[config.mk]
export PLATFORM = sky130hd
export DESIGN_NAME = time_keeper
export DESIGN_NICKNAME = d
export VERILOG_FILES = /design/src/rtl/time_keeper_pkg.sv /design/src/rtl/bcd_mod_counter.sv /design/src/rtl/time_keeper.sv
export SDC_FILE = /design/constraint.sdc
export NUM_CORES = 1
export LEC_CHECK = 0
export BUFFER_PORTS_ARGS = -buffer_cell sky130_fd_sc_hd__buf_2
export CAP_MARGIN = 20
export CORE_ASPECT_RATIO = 1.1
export CORE_MARGIN = 5
export CORE_UTILIZATION = 57
export DETAILED_ROUTE_END_ITERATION = 8
export MAX_ROUTING_LAYER = met4
export PLACE_DENSITY = 0.8
export SLEW_MARGIN = 20
export SYNTH_ARGS = -nofsm -noshare
export SYNTH_HDL_FRONTEND = slang
export SYNTH_SLANG_ARGS = --single-unit
[constraint.sdc]
create_clock -name clk -period 2.3 [get_ports clk]
set_input_delay 0.69 -clock clk [delete_from_list [all_inputs] [get_ports clk]]
set_output_delay 0.69 -clock clk [all_outputs]
set_load 0.02 [all_outputs]
[src/rtl/time_keeper_pkg.sv]
// Shared clock constants: BCD field limits and HH:MM word layout, plus the
// load-value validity check used wherever a HH:MM word is accepted.
package time_keeper_pkg;

  localparam logic [7:0] SEC_MAX  = 8'h59;
  localparam logic [7:0] MIN_MAX  = 8'h59;
  localparam logic [7:0] HOUR_MAX = 8'h23;

  localparam int HOUR_MSB = 15;
  localparam int HOUR_LSB = 8;
  localparam int MIN_MSB  = 7;
  localparam int MIN_LSB  = 0;

  // Tens digits are range-checked tighter than 9, so only units need the BCD check.
  function automatic logic hhmm_valid(input logic [15:0] v);
    logic digits_ok;
    logic hour_ok;
    digits_ok = (v[15:12] <= 4'd2) && (v[11:8] <= 4'd9) &&
                (v[7:4] <= 4'd5) && (v[3:0] <= 4'd9);
    hour_ok   = (v[15:12] != 4'd2) || (v[11:8] <= 4'd3);
    return digits_ok && hour_ok;
  endfunction

endpackage

[src/rtl/bcd_mod_counter.sv]
// Two-digit BCD counter 00..MAX with load priority and a same-cycle carry
// so cascaded stages roll over on the same edge.
module bcd_mod_counter #(
  parameter logic [7:0] MAX = 8'h59
) (
  input  logic       clk,
  input  logic       rst,
  input  logic       inc,
  input  logic       load,
  input  logic [7:0] load_val,
  output logic [7:0] value,
  output logic       carry
);

  logic [7:0] value_r;
  logic [7:0] next_s;

  // Next BCD value and rollover carry.
  always_comb begin
    carry = inc && !load && (value_r == MAX);
    if (value_r == MAX) begin
      next_s = 8'h00;
    end else if (value_r[3:0] == 4'd9) begin
      next_s = {value_r[7:4] + 4'd1, 4'd0};
    end else begin
      next_s = {value_r[7:4], value_r[3:0] + 4'd1};
    end
  end

  // Digit register: load beats increment.
  always_ff @(posedge clk or posedge rst) begin
    if (rst) begin
      value_r <= 8'h00;
    end else if (load) begin
      value_r <= load_val;
    end else if (inc) begin
      value_r <= next_s;
    end else begin
      value_r <= value_r;
    end
  end

  assign value = value_r;

endmodule

[src/rtl/time_keeper.sv]
// BCD HH:MM:SS time base: prescaler, validated HH:MM load and the
// seconds/minutes/hours counter chain with registered event pulses.
module time_keeper
  import time_keeper_pkg::*;
#(
  parameter int CLK_FREQ = 50_000_000
) (
  input  logic        clk,
  input  logic        rst,
  input  logic        run,
  input  logic [15:0] data_in,
  input  logic        data_in_vld,
  output logic [15:0] time_out,
  output logic [7:0]  sec_out,
  output logic        tick_1s,
  output logic        day_wrap,
  output logic        load_err
);

  localparam int PW = $clog2(CLK_FREQ);
  localparam logic [PW-1:0] PRESC_LAST = PW'(CLK_FREQ - 1);

  logic [PW-1:0] presc_r;
  logic          load_ok_s;
  logic          load_bad_s;
  logic          wrap_s;
  logic          advance_s;
  logic [7:0]    sec_s;
  logic [7:0]    min_s;
  logic [7:0]    hour_s;
  logic          sec_carry_s;
  logic          min_carry_s;
  logic          hour_carry_s;

  // A valid load discards a coincident advance; an invalid one does not.
  always_comb begin
    load_ok_s  = data_in_vld && hhmm_valid(data_in);
    load_bad_s = data_in_vld && !hhmm_valid(data_in);
    wrap_s     = run && (presc_r == PRESC_LAST);
    advance_s  = wrap_s && !load_ok_s;
  end

  // Prescaler: restarts on valid load, wraps at CLK_FREQ-1, holds when stopped.
  always_ff @(posedge clk or posedge rst) begin
    if (rst) begin
      presc_r <= '0;
    end else if (load_ok_s || wrap_s) begin
      presc_r <= '0;
    end else if (run) begin
      presc_r <= presc_r + PW'(1);
    end else begin
      presc_r <= presc_r;
    end
  end

  bcd_mod_counter #(.MAX(SEC_MAX)) u_sec (
    .clk      (clk),
    .rst      (rst),
    .inc      (advance_s),
    .load     (load_ok_s),
    .load_val (8'h00),
    .value    (sec_s),
    .carry    (sec_carry_s)
  );

  bcd_mod_counter #(.MAX(MIN_MAX)) u_min (
    .clk      (clk),
    .rst      (rst),
    .inc      (sec_carry_s),
    .load     (load_ok_s),
    .load_val (data_in[MIN_MSB:MIN_LSB]),
    .value    (min_s),
    .carry    (min_carry_s)
  );

  bcd_mod_counter #(.MAX(HOUR_MAX)) u_hour (
    .clk      (clk),
    .rst      (rst),
    .inc      (min_carry_s),
    .load     (load_ok_s),
    .load_val (data_in[HOUR_MSB:HOUR_LSB]),
    .value    (hour_s),
    .carry    (hour_carry_s)
  );

  // Event pulses, aligned with the counter update they describe.
  always_ff @(posedge clk or posedge rst) begin
    if (rst) begin
      tick_1s  <= 1'b0;
      day_wrap <= 1'b0;
      load_err <= 1'b0;
    end else begin
      tick_1s  <= advance_s;
      day_wrap <= hour_carry_s;
      load_err <= load_bad_s;
    end
  end

  assign time_out = {hour_s, min_s};
  assign sec_out  = sec_s;

endmodule

==> results.json, run 1 <==
{
  "netlist.area_leader.share": 0.433,
  "ctsHtreeMaxLevel": 2,
  "ctsResizeCount": 0,
  "final.min_clock_period_ns": 2.21,
  "finalCritPeriodShare": 0.959,
  "syn_to_final_growth_pct": 17.7,
  "ff_to_ff_end": "u_hour.value[1]",
  "placed_area_um2": 3520,
  "regToRegSetupSlack_ns": 0.09,
  "grt_setup_unrepaired": "yes",
  "clock-skew-final_ns": 0.00914,
  "post_cts_buffers": 0,
  "insertedDiodeCount": 0,
  "drv_slew": 0,
  "cell_count_after_placement": 460,
  "grt_antenna_before_repair": 0,
  "core.rowCount": 28,
  "vias_in_the_first_global_route": 2665,
  "clock_tree.buffer_depth": 2,
  "cts-buffers-inserted": 5,
  "sequential_cell_area_um2": 1330,
  "critical_path.startpoint_type": "register",
  "design.core.area_um2": 5290,
  "netlist_top_cells_area": "sky130_fd_sc_hd__dfrtp_1 (43%), sky130_fd_sc_hd__nor2_1 (5.6%), sky130_fd_sc_hd__ha_1 (5.3%)",
  "power_frac_seq": 0.541,
  "clkLatencyLatePin_ns": 0.30,
  "io_pins": 47,
  "max_slew_margin": 0.563,
  "design.die.area_um2": 6950,
  "hold_buffers": 0,
  "mappedNetlistArea_um2": 3070,
  "pwr-share-clk": 0.233,
  "cts.sinks": 53,
  "max_cap_viol_count": 0,
  "critical_path_arrival_ns": 2.39,
  "synthFlopType": "sky130_fd_sc_hd__dfrtp_1",
  "global_route_wire_length_before_repair_um": 11700,
  "netlist-cell-type-count": 40,
  "clk_root_buffer_cell": "sky130_fd_sc_hd__clkbuf_8",
  "total_power_mw": 2.22,
  "endpoint_kind": "register",
  "syn_area_per_cell_um2": 9.29,
  "routed_wl_um": 6780,
  "mostFrequentLayoutCell": "sky130_fd_sc_hd__dfrtp_1",
  "worst_r2r_path_depth": 7,
  "routabilityCongestion": 0.908,
  "synth-seq-area-share": 0.433,
  "yosys.area.top_type": "sky130_fd_sc_hd__dfrtp_1",
  "yosys_warnings": 0,
  "setup.worst_path.end": "u_hour.value[1]",
  "hpwlAfterDp_um": 5140,
  "finalInstanceArea_um2": 3610,
  "netlist_instances": 330,
  "synth-edff-count": 0,
  "start_util": 0.579,
  "power.density_nw_per_um2": 616,
  "worst-setup-path-type": "register to register",
  "mostFrequentLayoutCells": "sky130_fd_sc_hd__dfrtp_1 (53), sky130_fd_sc_hd__nor2_1 (46), sky130_fd_sc_hd__buf_2 (46)",
  "grt_overflow_total": 0,
  "power.share.combinational": 0.226,
  "path_clk_slew_ns": 0.09,
  "postSynthRegisterBits": 53,
  "ant_nets": 0,
  "cp-startpoint": "u_sec.value[5]",
  "drt_first_pass_iters": 4,
  "grt_max_degree": 42,
  "drc": 0,
  "num_vias": 2644,
  "hold_class": "input port to async pin",
  "regToRegStartpoint": "u_sec.value[5]",
  "hold_viol": 0,
  "layoutNonFillerInstCount": 467,
  "die_height_um": 86.9,
  "swShare": 0.324,
  "transition_time_at_the_pin_with_the_least_slew_margin_ns": 0.650,
  "fillers": 437,
  "synthesized_netlist_net_count": 363,
  "multi_input_area_um2": 1660,
  "grt_usage": 0.218,
  "final_layout_worst_hold_slack_ns": 0.329,
  "drt-wirelength-per-cell_um": 14.5,
  "worst-endpoint-required_ns": 2.49,
  "synth-async-reset-ratio": 1.00,
  "run_status": "completed",
  "portBuffers": 46,
  "drt_first_iter_violations": 125,
  "final-setup-viol-count": 0,
  "tritoncts": "built",
  "drive_above_1_share": 0.212,
  "ir_drop_mv": 0.430,
  "internal_power_mw": 1.50,
  "timing.critical_path.fanout_max": 5,
  "viasPerCell": 5.66,
  "clock.fmax_mhz": 453,
  "total_switching_power_mw": 0.720,
  "power.leakage_nw": 1.65,
  "finish.net_count": 425,
  "floorplan.die.width_um": 79.9
}
-- stage by stage --
| step | worst slack (ns) | util | TNS [ns] |
|---|---|---|---|
| 2_1_floorplan | 0.140 | - | 0 |
| 3_3_place_gp | 0.000872 | 0.666 | 0 |
| 3_5_place_dp | -0.0286 | 0.666 | -0.0564 |
| 4_1_cts | 0.0964 | 0.682 | 0 |
| 5_1_grt | -0.0536 | 0.682 | -0.137 |
| 6_report | 0.0942 | 0.682 | 0 |
-- sequential cells by signal (all words and copies together) (netlist names) --
signal        count
day_wrap          1
load_err          1
presc_r          26
tick_1s           1
u_hour.value      8
u_min.value       8
u_sec.value       8
-- worst max-delay path, stage by stage (launching register included) --
cell	delay, ns
sky130_fd_sc_hd__dfrtp_1	0.43
sky130_fd_sc_hd__inv_1	0.07
sky130_fd_sc_hd__ha_1	0.16
sky130_fd_sc_hd__nand3b_1	0.12
sky130_fd_sc_hd__or4_1	0.66
sky130_fd_sc_hd__nor4_4	0.34
sky130_fd_sc_hd__mux2i_1	0.22
sky130_fd_sc_hd__o21ai_0	0.09
-- cell families (layout without fill, tap and decap cells) --
kind of cell / count (synthesis) / in the layout / synth area share
AND/OR/NAND/NOR: 168 / 168 / 0.312
flip-flops: 53 / 53 / 0.433
AO/OA/AOI/OAI: 45 / 45 / 0.0898
XOR/XNOR: 25 / 25 / 0.0714
buffers and inverters: 22 / 84 / 0.0278
adder cells (fa/ha/maj): 13 / 13 / 0.0531
multiplexers: 4 / 4 / 0.0131
-- per-layer routing --
layer / vias to the layer above / global-route usage / share of wire
li1: 1305 / - / -
met2: 75 / 0.364 / 0.49
met1: 1251 / 0.268 / 0.44
met5: - / - / 0
met3: 13 / 0.0362 / 0.053
met4: 0 / 0.0737 / 0.017
-- worst min-delay path by stage --
stage	from	end	slack, ns	cells after the start
2_1_floorplan	presc_r[4]	presc_r[4]	0.50	2
3_3_place_gp	presc_r[4]	presc_r[4]	0.52	2
3_5_place_dp	presc_r[4]	presc_r[4]	0.53	2
4_1_cts	rst	u_sec.value[4]	0.33	2
5_1_grt	rst	u_sec.value[4]	0.34	2
6_report	rst	u_sec.value[4]	0.33	2
-- cell type report --
type,instances,area share
Sequential cell,53,0.368
Timing Repair Buffer,66,0.112
Tap cell,75,0.0260
Multi-Input combinational cell,255,0.459
Inverter,11,0.0114
Clock buffer,7,0.0239
-- Yosys cell counts (9+ instances only) --
cell type	instances
sky130_fd_sc_hd__clkbuf_1	9
sky130_fd_sc_hd__a31oi_1	13
sky130_fd_sc_hd__xnor2_1	11
sky130_fd_sc_hd__xor2_1	14
sky130_fd_sc_hd__dfrtp_1	53
sky130_fd_sc_hd__inv_1	11
sky130_fd_sc_hd__or4_1	9
sky130_fd_sc_hd__nor2_1	46
sky130_fd_sc_hd__o21ai_0	13
sky130_fd_sc_hd__nand3_1	18
sky130_fd_sc_hd__ha_1	13
sky130_fd_sc_hd__nand2_1	28
-- power groups by stage --
stage	Sequential [mW]	Combinational, mW	Clock [mW]
finish	1.20	0.504	0.518
global route	1.23	0.576	0.580
CTS	1.20	0.509	0.538
detailed placement	1.22	0.505	0
global placement	1.21	0.491	0
floorplan	1.27	0.262	0
(Power assumes the default switching activity.)
==> inputs of run 2 (changes only) <==
- BUFFER_PORTS_ARGS: -buffer_cell sky130_fd_sc_hd__buf_2 -> default
- DONT_BUFFER_PORTS: default -> 1
- PLACE_DENSITY: 0.8 -> 0.72
==> run 2 against run 1 <==
Count of clock-buffer cells in the layout is 1 lower. Clock skew is 0.0046 ns lower. Sequential power hardly changed. Flip-flop and latch count stayed put. Hold slack worse by 0.13 ns. Die area stayed put. Critical path depth stayed put. Critical endpoint is now u_min.value[7].
==> results.json, run 2 (synthesized netlist as in run 1, its figures left out) <==
{
  "run_status": "completed",
  "worst-endpoint-required_ns": 2.50,
  "hold_viol": 0,
  "insertedDiodeCount": 0,
  "grt_usage": 0.213,
  "drv_slew": 0,
  "regToRegStartpoint": "presc_r[0]",
  "clock.fmax_mhz": 468,
  "drt_first_iter_violations": 93,
  "layoutNonFillerInstCount": 433,
  "placed_area_um2": 3350,
  "grt_setup_unrepaired": "no",
  "drt-wirelength-per-cell_um": 15.8,
  "cts-buffers-inserted": 5,
  "wirelength_met1_um": 2950,
  "drive_above_1_share": 0.142,
  "timing.critical_path.fanout_max": 8,
  "tritoncts": "built",
  "die_height_um": 86.9,
  "path_cells": "ha_1, and3_2, nand2_1, or3_1, buf_4, a211o_1, a32o_1",
  "critical_path_buf_inv_count": 1,
  "endpoint_kind": "register",
  "max_flop_register": "presc_r",
  "start_util": 0.579,
  "crit_family": "simple AND/OR/NAND/NOR gates",
  "finalWorstSetupSlack_ns": 0.161,
  "design.die.area_um2": 6950,
  "largest_register_ffs": 26,
  "drc": 0,
  "critical_path.startpoint_type": "register",
  "transition_time_at_the_pin_with_the_least_slew_margin_ns": 0.505,
  "finalCoreUtilization": 0.659,
  "ir_drop_mv": 0.504,
  "power.density_nw_per_um2": 668,
  "syn_to_final_growth_pct": 13.7,
  "cp-startpoint": "presc_r[0]",
  "grt_max_degree": 26,
  "vias_in_the_first_global_route": 2557,
  "grt_overflow_total": 0,
  "final.min_clock_period_ns": 2.14,
  "max_slew_margin": 0.654,
  "path_clk_slew_ns": 0.09,
  "power.leakage_nw": 1.52,
  "met3_routed_wirelength_um": 356,
  "finish.net_count": 390,
  "clock-skew-final_ns": 0.00457,
  "routed_wl_um": 6850,
  "met2_length_um": 3430,
  "routabilityCongestion": 0.928,
  "hold_class": "input port to async pin",
  "io_pins": 47,
  "clock_tree.buffer_depth": 2,
  "mostFrequentLayoutCells": "sky130_fd_sc_hd__dfrtp_1 (53), sky130_fd_sc_hd__nor2_1 (46), sky130_fd_sc_hd__buf_4 (30)",
  "grt_antenna_before_repair": 0,
  "clkLatencyLatePin_ns": 0.30,
  "critical_path_arrival_ns": 2.34,
  "core.rowCount": 28,
  "viasPerCell": 5.81,
  "hpwlAfterDp_um": 5220,
  "worst-setup-path-type": "register to register",
  "crit_path_top_delay_cell": "sky130_fd_sc_hd__or3_1",
  "mostFrequentLayoutCell": "sky130_fd_sc_hd__dfrtp_1",
  "ctsHtreeMaxLevel": 2,
  "hold_buffers": 0,
  "critical_path.max_stage_delay_ns": 0.47,
  "portBuffers": 0,
  "num_vias": 2515,
  "ant_nets": 0,
  "place_worst_setup_slack_ns": 0.0296,
  "max_cap_viol_count": 0,
  "final-setup-viol-count": 0,
  "drt_first_pass_iters": 4,
  "routed.top_layer": "met4",
  "finalInstanceArea_um2": 3490,
  "clk_root_buffer_cell": "sky130_fd_sc_hd__clkbuf_8",
  "floorplan.die.width_um": 79.9,
  "design.core.area_um2": 5290,
  "setup-tns-final_ns": 0,
  "cts.sinks": 53,
  "finalCritPeriodShare": 0.930,
  "global_route_wire_length_before_repair_um": 11400,
  "cell_count_after_placement": 424
}
-- run 2: where the power goes --
group / internal [mW] / switching (mW) / leakage [nW]
logic: 0.196 / 0.258 / 0.755
clock network: 0.354 / 0.301 / 0.0574
registers: 1.05 / 0.167 / 0.704
total: 1.60 / 0.726 / 1.52
-- run 2: final timing paths --
check / to / slack [ns] / depth (start not counted)
setup / recovery: u_min.value[7] / 0.16 / 7
hold / removal: presc_r[2] / 0.20 / 1
setup reg to reg: u_min.value[7] / 0.16 / 7
hold reg to reg: presc_r[15] / 0.55 / 2
max in group asynchronous: u_min.value[7] / 1.49 / 2
min in group clk: load_err / 0.47 / 2
-- run 2: per-stage QoR --
step	total power [mW]	hold slack (ns)
final	2.33	0.198
after global routing	2.47	0.205
after floorplan	1.53	0.498
after detailed placement	1.70	0.532
after global placement	1.67	0.526
after CTS	2.35	0.201
-- run 2: final cells by class --
type                            count  area [um^2]
Clock buffer                        6         82.6
Timing Repair Buffer               31          245
Inverter                           11         41.3
Fill cell                         434         1800
Multi-Input combinational cell    255         1660
Tap cell                           75         93.8
Clock inverter                      2         37.5
Sequential cell                    53         1330
-- run 2: layer usage --
metal / GRT usage / vias up
li1: - / 1237
met1: 0.247 / 1206
met2: 0.365 / 59
met3: 0.0455 / 13
met4: 0.0722 / 0
met5: - / -
-- run 2: what timing repair did --
action | 4_1_cts | 5_1_grt
gates resized for setup | 0 | 2
buffers inserted | 0 | 1
endpoints found under the setup margin | 0 | 4
endpoints found under the hold margin | 0 | 0
==> inputs of run 3 (changes only) <==
==> constraint.sdc (replaced) <==
create_clock -name clk -period 2.3 [get_ports clk]
set_input_delay 0.46 -clock clk [delete_from_list [all_inputs] [get_ports clk]]
set_output_delay 0.46 -clock clk [all_outputs]
set_load 0.02 [all_outputs]
==> run 3 against run 2 <==
Via count rose by 0.68%. Highest routed layer unchanged. Fmax fell by 1.1%. Clock skew rose by 0.0059 ns. Routed wire length fell by 2.5%. Die area did not move. Global-route usage fell by 0.43 points. Critical endpoint is now u_min.value[6]. Sequential power barely moved. First-iteration DRC count fell by 13%.
==> results.json, run 3 (synthesized netlist as in run 1, its figures left out) <==
{
  "run_status": "completed",
  "start_util": 0.579,
  "die_height_um": 86.9,
  "worst-setup-path-type": "register to register",
  "global_route_wire_length_before_repair_um": 11200,
  "path_clk_slew_ns": 0.09,
  "critical_path.startpoint_type": "register",
  "hold_viol": 0,
  "drt-wirelength-per-cell_um": 15.6,
  "tritoncts": "built",
  "num_vias": 2532,
  "clkLatencyLatePin_ns": 0.31,
  "drt_first_iter_violations": 81,
  "ff_to_ff_end": "u_min.value[6]",
  "grt_usage": 0.209,
  "grt_antenna_before_repair": 0,
  "design.core.area_um2": 5290,
  "clk_root_buffer_cell": "sky130_fd_sc_hd__clkbuf_8",
  "timing.critical_path.fanout_max": 6,
  "finalCritPeriodShare": 0.940,
  "design.die.area_um2": 6950,
  "finalInstanceArea_um2": 3420,
  "io_pins": 47,
  "insertedDiodeCount": 0,
  "portBuffers": 0,
  "ir_drop_mv": 0.596,
  "hold_class": "input port to async pin",
  "routabilityCongestion": 0.920,
  "grt_max_degree": 54,
  "fillers": 435,
  "setup-tns-final_ns": 0,
  "drive_above_1_share": 0.127,
  "post_cts_buffers": 0,
  "core.rowCount": 28,
  "finalWorstSetupSlack_ns": 0.138,
  "placed_area_um2": 3330,
  "drv_slew": 0,
  "endpoint_kind": "register",
  "worst-endpoint-required_ns": 2.53,
  "clock-skew-final_ns": 0.0105,
  "regToRegSetupSlack_ns": 0.14,
  "grt_overflow_total": 0,
  "ctsHtreeMaxLevel": 2,
  "critical_path.max_stage_delay_ns": 0.49,
  "mostFrequentLayoutCell": "sky130_fd_sc_hd__dfrtp_1",
  "grt_util_met3": 0.0487,
  "place_worst_setup_slack_ns": 0.145,
  "critical_path_arrival_ns": 2.39,
  "clock_tree.buffer_depth": 2,
  "final-setup-viol-count": 0,
  "clock.fmax_mhz": 462,
  "cts.sinks": 53,
  "crit_path_top_delay_cell": "sky130_fd_sc_hd__or4_1",
  "mostFrequentLayoutCells": "sky130_fd_sc_hd__dfrtp_1 (53), sky130_fd_sc_hd__nor2_1 (46), sky130_fd_sc_hd__nand2_1 (28)",
  "largest_register_ffs": 26,
  "power.leakage_nw": 1.47,
  "drt_first_pass_iters": 4,
  "max_cap_viol_count": 0,
  "grt_met1_usage": 0.239,
  "floorplan.die.width_um": 79.9,
  "use_met2": 0.363,
  "ant_nets": 0,
  "finish.net_count": 386,
  "worst_r2r_path_depth": 5,
  "cts-buffers-inserted": 5,
  "vias_in_the_first_global_route": 2421,
  "ctsResizeCount": 0,
  "final_layout_worst_hold_slack_ns": 0.209,
  "max_slew_margin": 0.554,
  "power.density_nw_per_um2": 639,
  "viasPerCell": 5.90,
  "syn_to_final_growth_pct": 11.6,
  "regToRegStartpoint": "presc_r[16]",
  "max_flop_register": "presc_r",
  "hpwlAfterDp_um": 4960,
  "busiest_layer": "met2",
  "hold_buffers": 0,
  "transition_time_at_the_pin_with_the_least_slew_margin_ns": 0.669,
  "path_cells": "nor4_4, nand3_2, or3_4, or4_1, a31oi_1",
  "drc": 0,
  "routed_wl_um": 6680,
  "final.min_clock_period_ns": 2.16,
  "grt_setup_unrepaired": "no"
}
-- run 3: cell types whose count changed in the layout (fill, tap and decap cells not counted), sizes merged --
cell      delta
clkinvlp     +1
buf          -4
bufinv       -1
-- run 3: area by class of cell --
class	instances	area, um^2	area share
Inverter	11	41.3	0.0121
Multi-Input combinational cell	255	1660	0.484
Clock inverter	2	15.0	0.00439
Clock buffer	6	72.6	0.0212
Timing Repair Buffer	27	215	0.0629
Tap cell	75	93.8	0.0274
Sequential cell	53	1330	0.388
-- run 3: how the worst max path moves through the flow --
| stage | from | end | slack (ns) | cells past startpoint |
|---|---|---|---|---|
| 2_1_floorplan | u_sec.value[0] | u_hour.value[6] | 0.16 | 5 |
| 3_3_place_gp | presc_r[0] | u_min.value[7] | 0.19 | 7 |
| 3_5_place_dp | presc_r[0] | u_min.value[7] | 0.14 | 7 |
| 4_1_cts | presc_r[0] | u_min.value[7] | 0.13 | 7 |
| 5_1_grt | presc_r[7] | u_hour.value[6] | 0.009 | 5 |
| 6_report | presc_r[16] | u_min.value[6] | 0.14 | 5 |
-- run 3: report_power, final --
part | internal (mW) | switching [mW]
registers | 1.05 | 0.172
clock network | 0.215 | 0.302
logic | 0.195 | 0.252
total | 1.46 | 0.725
-- run 3: through the flow --
step / cells / util / total power, mW
after floorplan: 330 / - / 1.53
after global placement: 421 / 0.630 / 1.68
after detailed placement: 421 / 0.630 / 1.69
after CTS: 429 / 0.646 / 2.21
after global routing: 429 / 0.646 / 2.34
final: 429 / 0.646 / 2.19
-- run 3: routing by layer --
layer  share of wire  vias up
met5               0        -
met4           0.012        0
met3           0.048        6
met2            0.51       52
met1            0.43     1239
li1                -     1235
-- run 3: worst max-delay path: cells and delay by family (launching register included) --
family	cells	cell delay (ns)
compound gates	1	0.20
flops	1	0.47
simple gates	4	1.42
